<file path="config.mk">
export PLATFORM = sky130hd
export DESIGN_NAME = pc_fetch_unit
export DESIGN_NICKNAME = d
export VERILOG_FILES = /design/src/rtl/pc_fetch_unit.sv
export SDC_FILE = /design/constraint.sdc
export NUM_CORES = 1
export LEC_CHECK = 0
export CORE_ASPECT_RATIO = 0.9
export CORE_MARGIN = 4
export CORE_UTILIZATION = 48
export CTS_CLUSTER_SIZE = 40
export DETAILED_ROUTE_END_ITERATION = 10
export GPL_ROUTABILITY_DRIVEN = 0
export PLACE_DENSITY = 0.8
export SLEW_MARGIN = 20
export SYNTH_ARGS = -nofsm -noshare
export SYNTH_HDL_FRONTEND = slang
export SYNTH_SLANG_ARGS = --single-unit
export TNS_END_PERCENT = 100
</file>
<file path="constraint.sdc">
create_clock -name clk -period 2.7 [get_ports clk]
set_input_delay 0.27 -clock clk [delete_from_list [all_inputs] [get_ports clk]]
set_output_delay 0.27 -clock clk [all_outputs]
set_load 0.005 [all_outputs]
</file>
<file path="src/rtl/pc_fetch_unit.sv">
// pc_fetch_unit: instruction-fetch stage.
// Owns the architectural PC and keeps at most one req/ack fetch to instruction
// memory outstanding. Presents {pc, instr, pc+4} to decode over valid/ready.
// A redirect reloads the PC. A fetch already in flight when the redirect
// arrives is allowed to complete, and its data is then dropped.
module pc_fetch_unit #(
    parameter int               XLEN     = 32,
    parameter logic [XLEN-1:0]  RESET_PC = '0,
    parameter logic [31:0]      NOP      = 32'h0000_0013
) (
    input  logic            clk,
    input  logic            rst,
    input  logic            redirect,
    input  logic [XLEN-1:0] redirect_pc,
    output logic            imem_req,
    output logic [XLEN-1:0] imem_addr,
    input  logic            imem_ack,
    input  logic [31:0]     imem_rdata,
    output logic            if_valid,
    input  logic            if_ready,
    output logic [XLEN-1:0] if_pc,
    output logic [31:0]     if_instr,
    output logic [XLEN-1:0] if_pc_plus4
);

    // BOOT: one idle cycle after reset. REQ: fetch outstanding at pc.
    // HOLD: instruction presented to decode. DROP: wrong-path fetch still in flight.
    typedef enum logic [1:0] {
        BOOT = 2'd0,
        REQ  = 2'd1,
        HOLD = 2'd2,
        DROP = 2'd3
    } state_t;

    state_t          state_q;
    state_t          state_d;
    logic [XLEN-1:0] pc_q;
    logic [XLEN-1:0] pend_pc_q;
    logic [XLEN-1:0] if_pc_q;
    logic [XLEN-1:0] if_pc4_q;
    logic [31:0]     if_instr_q;
    logic [XLEN-1:0] rd_tgt;
    logic [XLEN-1:0] pc_plus4;

    // Word-align an address. Instructions are always 4-byte aligned.
    function automatic logic [XLEN-1:0] align_word(input logic [XLEN-1:0] a);
        return a & ~XLEN'(3);
    endfunction

    // Sequential increment. The sum wraps modulo 2^XLEN, so 0xFFFF_FFFC is followed by 0.
    function automatic logic [XLEN-1:0] next_word(input logic [XLEN-1:0] a);
        return a + XLEN'(4);
    endfunction

    assign rd_tgt   = align_word(redirect_pc);
    assign pc_plus4 = next_word(pc_q);

    // State register
    always_ff @(posedge clk) begin
        if (rst) begin
            state_q <= BOOT;
        end else begin
            state_q <= state_d;
        end
    end

    // Next-state logic
    always_comb begin
        state_d = state_q;
        unique case (state_q)
            BOOT: state_d = REQ;
            REQ: begin
                if (imem_ack) begin
                    state_d = redirect ? REQ : HOLD;
                end else if (redirect) begin
                    state_d = DROP;
                end
            end
            DROP: begin
                if (imem_ack) begin
                    state_d = REQ;
                end
            end
            HOLD: begin
                if (redirect || if_ready) begin
                    state_d = REQ;
                end
            end
            default: state_d = BOOT;
        endcase
    end

    // Output decode. The fetch address always tracks pc_q, which stays constant while a request waits.
    always_comb begin
        imem_req  = 1'b0;
        if_valid  = 1'b0;
        imem_addr = pc_q;
        unique case (state_q)
            REQ, DROP: imem_req = 1'b1;
            HOLD:      if_valid = 1'b1;
            default:   ;
        endcase
    end

    // PC, pending redirect target and decode payload registers
    always_ff @(posedge clk) begin
        if (rst) begin
            pc_q       <= RESET_PC;
            pend_pc_q  <= '0;
            if_pc_q    <= '0;
            if_pc4_q   <= '0;
            if_instr_q <= NOP;
        end else begin
            unique case (state_q)
                REQ: begin
                    if (imem_ack) begin
                        if (redirect) begin
                            // The returned word is from the wrong path. Drop it and refetch at the target.
                            pc_q <= rd_tgt;
                        end else begin
                            if_instr_q <= imem_rdata;
                            if_pc_q    <= pc_q;
                            if_pc4_q   <= pc_plus4;
                            pc_q       <= pc_plus4;
                        end
                    end else if (redirect) begin
                        pend_pc_q <= rd_tgt;
                    end
                end
                DROP: begin
                    if (imem_ack) begin
                        // A redirect that arrives in the same cycle as the ack takes priority over the parked one.
                        pc_q <= redirect ? rd_tgt : pend_pc_q;
                    end else if (redirect) begin
                        pend_pc_q <= rd_tgt;
                    end
                end
                HOLD: begin
                    if (redirect) begin
                        pc_q       <= rd_tgt;
                        if_instr_q <= NOP;
                    end
                end
                default: ;
            endcase
        end
    end

    assign if_pc       = if_pc_q;
    assign if_pc_plus4 = if_pc4_q;
    assign if_instr    = if_instr_q;

endmodule
</file>
==> out/results.txt, run 1 <==
PortBufs - 196
gr usage total - 0.259
Synth warnings - 0
sequential element share of the synthesized area - 0.442
Post-CTS Setup Repair Bufs - 0
DR DRC count - 0
post-route clock skew - 8.55 ps
Synthesized Nets - 997
relative slew slack - 0.390
global-route wire length before repair - 35.4 mm
P per Cell Area - 567 nW/um^2
Vert. Die Dim - 125 um
Synth Instances - 927
pin count of the biggest net entering global routing - 86
die footprint - 17100 um^2
vias - 7364
vias per inst - 5.71
Peak VDD IR - 0.510 mV
Rows - 42
worst-margin pin slew - 915 ps
total clock sinks - 160
final-stage net count - 1151
DRT Wirelength - 22.7 mm
vias in the first global route - 6624
layout cells sized above 1 - 0.0769
Placed Area - 9390 um^2
GRT overflow - 0
Clock Latency Late Sink - 430 ps
clock share of power - 0.416
synthesized area - 7250 um^2
CTS Hold Buffers Added - 0
Initial Utilization - 0.491
clock root buffer - clkbuf_16
Max Fclk - 410 MHz
design area - 9960 um^2
crit start category - flip-flop
non-filler instance count after layout - 1290
Switching Share - 0.254
Syn Area/Cell - 7.82 um^2
ys flop type - dfxtp_1
Placed Cells - 1260
antenna fix cells - 0
cell taking the most area after synthesis - dfxtp_1
Async S/R FF share, synth - 0
Worst Hold Class - in2reg
Core Region - 14800 um^2
clock transition at the registers of the reported paths - 60 ps
Syn-to-layout area delta - 37.4%
synth top area cells - dfxtp_1 44%, nand2_1 9.6%, a21oi_1 8.3%
critical path class - reg2out
CP arrival - 2170 ps
#FFs+latches synth - 160
P_sw - 1.43 mW
Pint - 4.21 mW
flip-flop and latch area - 3200 um^2
CP Data Required Time - 2430 ps
initial antenna violation count - 1
drt wl/cell - 17.6 um
IO Count - 199
Num CTS Buffers - 17
H-tree depth - 4
Setup Viol. Count Final - 0
Reg power frac - 0.452
logic gate share of total power - 0.133
1st-iter DRT viols - 872
Yosys cell types - 62
area of the multi-input gates - 3660 um^2
RSZ-0062 raised after global routing - no
crit path time final - 2440 ps
deepest clock path buffer count - 2
Max-Cap Viols - 0
Synth top area share - 0.442
Fillers - 1239
final hold vios - 0
post-route setup TNS - 0 ps
status - completed
number of synthesized flops with an enable pin - 0
Routed Antenna Nets - 0
DP Wirelength - 15.7 mm
drt pass-1 iters - 8
CTS tree - yes
cts repair resizes - 0
Worst Setup End Kind - primary output
Chip Width - 138 um
Final Cycle Share - 0.904
P_leak - 3.31 nW
max-slew violation count - 0
worst-path fanout max - 23
[final cells by class]
class / instances / area share
Clock buffer: 23 / 0.0500
Clock inverter: 7 / 0.00766
Inverter: 10 / 0.00377
Multi-Input combinational cell: 664 / 0.368
Sequential cell: 160 / 0.322
Tap cell: 198 / 0.0249
Timing Repair Buffer: 228 / 0.225
[per-stage QoR]
stage          hold WS (ps)   util  worst slack, ps  power [mW]
3_5_place_dp            444  0.636              274        3.34
5_1_grt                 383  0.675              136        5.85
4_1_cts                 386  0.675              257        5.67
3_3_place_gp            437  0.636              338        3.33
2_1_floorplan           406      -              624        2.94
6_report                401  0.675              260        5.65
[registers in the layout (all words and copies together), names as in the netlist]
name         count
state_q          2
if_instr        32
pend_pc_q       32
if_pc           32
imem_addr       32
if_pc_plus4     30
[cells in the final DEF (no fill, tap or decap), drive strengths merged, types with 4 or more instances in the layout]
master / count
a211oi: 30
a21oi: 120
a221oi: 6
a22o: 13
a22oi: 10
a31oi: 9
and3: 11
buf: 33
clkbuf: 23
clkdlybuf4s50: 195
clkinv: 5
dfxtp: 160
inv: 9
nand2: 185
nand2b: 5
nand3: 40
nand4: 16
nor2: 64
nor3: 17
nor3b: 5
nor4: 7
o211ai: 4
o21ai: 28
o21bai: 4
o22ai: 6
o31a: 6
or3: 4
xnor2: 14
xor2: 13
[power groups by stage]
stage / clock network, mW / registers (mW) / logic (mW)
4_1_cts: 2.37 / 2.55 / 0.746
3_3_place_gp: 0 / 2.59 / 0.732
2_1_floorplan: 0 / 2.57 / 0.371
6_report: 2.35 / 2.55 / 0.749
3_5_place_dp: 0 / 2.60 / 0.741
5_1_grt: 2.48 / 2.56 / 0.807
[final timing paths]
| kind | start | endpoint | slack [ps] | depth (start not counted) |
|---|---|---|---|---|
| setup / recovery | state_q[1] | if_valid | 260 | 4 |
| hold / removal | imem_rdata[7] | if_instr[7] | 400 | 3 |
| hold reg to reg | if_instr[7] | if_instr[7] | 450 | 2 |
| setup reg to reg | imem_addr[2] | imem_addr[23] | 290 | 5 |
[cell usage after synthesis (6+ instances only)]
library cell and instances:
a211oi_1 29, a21oi_1 120, a221oi_1 6, a22o_1 13, a22oi_1 10, a31oi_1 9, and3_1 11, buf_2 6
clkbuf_1 80, dfxtp_1 160, inv_1 7, nand2_1 185, nand3_1 40, nand4_1 15, nor2_1 64, nor3_1 16
o21ai_0 27, o22ai_1 6, o31a_1 6, xnor2_1 14, xor2_1 13
[worst max-delay path, stage by stage (launching register included)]
cell and delay [ps]:
dfxtp_1 650, buf_12 240, nand2_1 90, clkinv_1 210
clkdlybuf4s50_1 550
[routing by layer]
layer  global-route usage  routed length [um]  vias up
li1                     -                   -     3580
met1                0.361                9700     3390
met2                0.385               10400      351
met3               0.0747                2130       41
met4               0.0822                 416        2
met5                    0                  12        -
[kinds of logic (layout without fill, tap and decap cells)]
family | count (synthesis) | count (layout) | synth area share
xor gates and xnor gates | 27 | 27 | 0.0326
AOI/OAI and AO/OA | 258 | 258 | 0.225
DFF | 160 | 160 | 0.442
muxes | 3 | 3 | 0.00449
buffers and inverters | 103 | 268 | 0.0566
adders and majority gates | 1 | 1 | 0.00173
and+or+nand+nor | 375 | 375 | 0.238
Note: power is estimated with default switching activity, not from simulation.
==> inputs of run 2 (changes only) <==
Settings changed: CAP_MARGIN set to 25, CORE_UTILIZATION 48 to 52, PLACE_DENSITY 0.8 to 0.85.
Clock period 2.7 ns to 3.04 ns, I/O delays scaled along.
==> out/results.txt, run 2 (synthesis results as in run 1) <==
RSZ-0062 raised after global routing - no
total clock sinks - 160 (unchanged)
layout cells sized above 1 - 0.0700 (-0.00694)
hold path depth - 3 (unchanged)
cts repair resizes - 0 (unchanged)
worst-path fanout max - 16 (-30%)
Finished Core Util - 0.732 (+0.0570)
drt pass-1 iters - 8 (unchanged)
vias per inst - 5.98 (+4.8%)
P per Cell Area - 519 nW/um^2 (-8.5%)
Peak VDD IR - 0.383 mV (-25%)
Vert. Die Dim - 120 um (-3.7%)
gr usage total - 0.278 (+0.0188)
DRT Wirelength - 22.6 mm (-0.23%)
Core Region - 13500 um^2 (-8.5%)
status - completed
Setup Viol. Count Final - 0 (unchanged)
pre-CTS setup slack - 389 ps (+115 ps)
Chip Width - 132 um (-3.7%)
IO Count - 199 (unchanged)
Placed Area - 9280 um^2 (-1.2%)
initial antenna violation count - 0 (-1)
CTS Hold Buffers Added - 0 (unchanged)
Initial Utilization - 0.537 (+0.0456)
Final Cycle Share - 0.875
design area - 9890 um^2 (-0.75%)
clock transition at the registers of the reported paths - 60 ps (about the same)
Tot Pwr - 5.13 mW (-9.2%)
deepest clock path buffer count - 2 (unchanged)
CP arrival - 2360 ps (+190 ps)
FF-to-FF End - imem_addr[23]
worst-margin pin slew - 1010 ps (+98.5 ps)
post-route setup slack - 381 ps (+120 ps)
Rows - 40 (-4.8%)
commonest non-fill, non-tap cell in the layout - clkdlybuf4s50_1
reg2reg start - imem_addr[2]
crit start category - flip-flop
Worst Setup End Kind - primary output
Post-CTS Setup Repair Bufs - 0 (unchanged)
Syn-to-layout area delta - 36.3%
crit path time final - 2660 ps
final hold vios - 0 (unchanged)
CP Data Required Time - 2740 ps (+310 ps)
antenna fix cells - 0 (unchanged)
Clock Latency Late Sink - 440 ps (about the same)
Max Fclk - 376 MHz
vias - 7504 (+1.9%)
1st-iter DRT viols - 843 (-3.3%)
Num CTS Buffers - 17 (unchanged)
reg-to-reg setup timing slack - 590 ps (+300 ps)
most frequent cells in the layout - 195 x clkdlybuf4s50_1, 185 x nand2_1, 160 x dfxtp_1
WHS Endpoint - if_instr[13]
Max-Cap Viols - 0 (unchanged)
Worst Hold Class - in2reg
H-tree depth - 4 (unchanged)
final-stage net count - 1143 (-0.70%)
die footprint - 15900 um^2 (-7.2%)
P_leak - 3.29 nW (-0.56%)
PortBufs - 196 (unchanged)
post-route setup TNS - 0 ps (unchanged)
min-delay src - imem_rdata[13]
global-route wire length before repair - 35.5 mm (+0.39%)
clock root buffer - clkbuf_16
post-route clock skew - 12.4 ps (+3.88 ps)
GRT overflow - 0 (unchanged)
max-slew violation count - 0 (unchanged)
pin count of the biggest net entering global routing - 76 (-12%)
vias in the first global route - 6727 (+1.6%)
R2R cell count - 5 (unchanged)
CTS tree - yes
Routed Antenna Nets - 0 (unchanged)
relative slew slack - 0.324 (-0.0658)
drt wl/cell - 18.0 um (+2.6%)
DP Wirelength - 15.1 mm (-3.7%)
critical path class - reg2out
DR DRC count - 0 (unchanged)
==> run 2: cell count changes in the layout (fill, tap and decap cells not counted) <==
| cell | delta |
|---|---|
| buf_12 | -1 |
| buf_4 | -7 |
| bufinv_16 | +2 |
| clkbuf_1 | +2 |
| clkbuf_8 | -2 |
| clkinv_2 | +2 |
| clkinv_4 | +2 |
| clkinvlp_4 | -2 |
| inv_6 | -2 |
==> run 2: layout make-up <==
cell class / count / area [um^2]
timing repair buffer: 220 / 2160
clock inverter: 9 / 131
tap: 168 / 210
clock buffer: 23 / 478
inverter: 10 / 37.5
sequential: 160 / 3200
fill: 1018 / 3630
multi-input combinational: 664 / 3660
==> run 2: power breakdown <==
part	internal [mW]	switching (mW)	total, mW
Sequential	2.18	0.0852	2.26
Clock	1.36	0.854	2.21
Combinational	0.323	0.331	0.654
==> run 2: worst max path at each step <==
stage	start	slack, ps	endpoint	depth (start not counted)
detailed placement	redirect	390	imem_addr[31]	6
finish	state_q[0]	380	if_valid	5
floorplan	imem_addr[8]	960	imem_addr[25]	6
CTS	state_q[0]	420	if_valid	5
global route	state_q[0]	270	if_valid	5
global placement	redirect	440	imem_addr[31]	6
==> run 2: per-layer routing <==
layer	vias to the layer above	part of all wire	global-route usage
li1	3568	-	-
met1	3473	0.41	0.369
met2	415	0.45	0.429
met3	48	0.11	0.0784
met4	0	0.024	0.106
met5	-	0	0
==> run 2: per-stage QoR <==
stage,std cells,hold slack [ps]
floorplan,927,431
global placement,1222,437
detailed placement,1222,442
CTS,1254,423
global route,1254,430
finish,1254,439
==> run 2: critical path, cell delays in order (launching register included) <==
cell	delay, ps
dfxtp_1	310
buf_4	210
clkinv_1	300
nand2_1	190
clkinv_1	340
clkdlybuf4s50_1	570
==> inputs of run 3 (changes only) <==
Settings changed: REMOVE_ABC_BUFFERS set to 1.
==> out/results.txt, run 3 (synthesis results as in run 1) <==
die footprint - 15900 um^2 (unchanged)
layout cells sized above 1 - 0.0720 (+0.00197)
Syn-to-layout area delta - 35.6%
final hold vios - 0 (unchanged)
CTS tree - yes
status - completed
Core Region - 13500 um^2 (unchanged)
R2R cell count - 5 (unchanged)
final-stage net count - 1142 (-0.087%)
clock transition at the registers of the reported paths - 60 ps (about the same)
Chip Width - 132 um (unchanged)
clock root buffer - clkbuf_16
P_leak - 3.27 nW (-0.80%)
1st-iter DRT viols - 686 (-19%)
Stages on worst setup path - 4 (-1)
relative slew slack - 0.359 (+0.0351)
Max Fclk - 371 MHz (-1.4%)
Max-Cap Viols - 0 (unchanged)
commonest non-fill, non-tap cell in the layout - clkdlybuf4s50_1
Rows - 40 (unchanged)
reg2reg start - imem_addr[8]
drt pass-1 iters - 6 (-2)
vias in the first global route - 6982 (+3.8%)
CP max stage delay - 700 ps (+130 ps)
CP arrival - 2390 ps (+30 ps)
crit start category - flip-flop
CTS Hold Buffers Added - 0 (unchanged)
gr usage total - 0.279 (+0.000879)
Worst Setup End Kind - primary output
cts repair resizes - 0 (unchanged)
critical path class - reg2out
crit path time final - 2700 ps (+38.0 ps)
pin count of the biggest net entering global routing - 74 (-2.6%)
post-route clock skew - 6.82 ps (-5.61 ps)
most frequent cells in the layout - 194 x clkdlybuf4s50_1, 184 x nand2_1, 160 x dfxtp_1
Routed Antenna Nets - 0 (unchanged)
Vert. Die Dim - 120 um (unchanged)
Num CTS Buffers - 17 (unchanged)
Clock Latency Late Sink - 420 ps (-20 ps)
DRT Wirelength - 22.5 mm (-0.29%)
Finished Core Util - 0.728 (-0.00389)
pre-CTS setup slack - 545 ps (+155 ps)
H-tree depth - 4 (unchanged)
Final Cycle Share - 0.887 (+0.0125)
initial antenna violation count - 1 (+1)
FF-to-FF End - imem_addr[23]
P per Cell Area - 513 nW/um^2 (-1.1%)
drt wl/cell - 18.0 um (-0.13%)
antenna fix cells - 0 (unchanged)
most frequent CP cell - clkinv_1
non-filler instance count after layout - 1252 (-0.16%)
reg-to-reg setup timing slack - 630 ps (+40 ps)
max-slew violation count - 0 (unchanged)
PortBufs - 196 (unchanged)
worst-margin pin slew - 958 ps (-56.1 ps)
Worst path slowest cell - dfxtp_1
Initial Utilization - 0.537 (unchanged)
post-route setup slack - 343 ps (-38.0 ps)
total clock sinks - 160 (unchanged)
global-route wire length before repair - 36.1 mm (+1.5%)
DR DRC count - 0 (unchanged)
Critical Path Sink - if_valid
CP Data Required Time - 2740 ps (about the same)
critical path, cell by cell - clkinv_1 > nand2_1 > clkinv_1 > clkdlybuf4s50_1
GRT overflow - 0 (unchanged)
worst-path fanout max - 16 (unchanged)
DP Wirelength - 14.7 mm (-2.5%)
Peak VDD IR - 0.425 mV (+11%)
Worst Hold Class - in2reg
vias per inst - 5.93 (-0.88%)
worst setup path start - state_q[0]
Critical path buffers and inverters - 3 (-1)
Placed Cells - 1221 (-0.082%)
Setup Viol. Count Final - 0 (unchanged)
Post-CTS Setup Repair Bufs - 0 (unchanged)
RSZ-0062 raised after global routing - no
vias - 7426 (-1.0%)
deepest clock path buffer count - 2 (unchanged)
post-route setup TNS - 0 ps (unchanged)
CP delay by family, top - buffers and inverters
IO Count - 199 (unchanged)
run 3: cell count changes in the layout (fill, tap and decap cells not counted), sizes merged:
| cell | delta |
|---|---|
| bufinv | -1 |
| clkbuf | -1 |
| clkdlybuf4s50 | -1 |
| clkinv | -1 |
| clkinvlp | +2 |
run 3: worst reg2reg max path, delay by kind of cell, from the launching register on:
kind            cells  cell delay [ps]
compound gates      2              440
flops               1              510
simple gates        3             1370
run 3: power breakdown:
part	internal [mW]	leakage, nW	switching [mW]	total, mW
logic	0.318	1.68	0.319	0.637
clock network	1.29	0.288	0.853	2.14
registers	2.18	1.30	0.0880	2.27
total	3.79	3.27	1.26	5.05
run 3: worst min-delay path by stage:
stage | from | endpoint | slack [ps] | cells past startpoint
final | redirect | imem_addr[6] | 440 | 3
after global routing | redirect | imem_addr[6] | 440 | 3
after CTS | redirect | imem_addr[6] | 400 | 3
after detailed placement | pend_pc_q[11] | pend_pc_q[11] | 440 | 2
after global placement | pend_pc_q[11] | pend_pc_q[11] | 440 | 2
after floorplan | rst | if_pc_plus4[25] | 370 | 1
run 3: layer usage:
| metal | track usage | part of all wire | vias up |
|---|---|---|---|
| li1 | - | - | 3554 |
| met1 | 0.343 | 0.40 | 3455 |
| met2 | 0.450 | 0.47 | 374 |
| met3 | 0.107 | 0.11 | 41 |
| met4 | 0.0909 | 0.019 | 2 |
| met5 | 0 | 0.00035 | - |
run 3: metrics by stage:
step                      power (mW)  cell area [um^2]  hold WS [ps]
after global routing            5.22              9830           437
final                           5.05              9830           437
after CTS                       5.05              9830           403
after global placement          2.93              9240           437
after detailed placement        2.94              9240           444
after floorplan                 2.55              6880           369
run 3: area by class of cell:
type | instances | area, um^2
clock inverter | 9 | 108
fill | 1060 | 3680
tap | 168 | 210
inverter | 10 | 37.5
clock buffer | 22 | 484
timing repair buffer | 219 | 2130
multi-input combinational | 664 | 3660
sequential | 160 | 3200
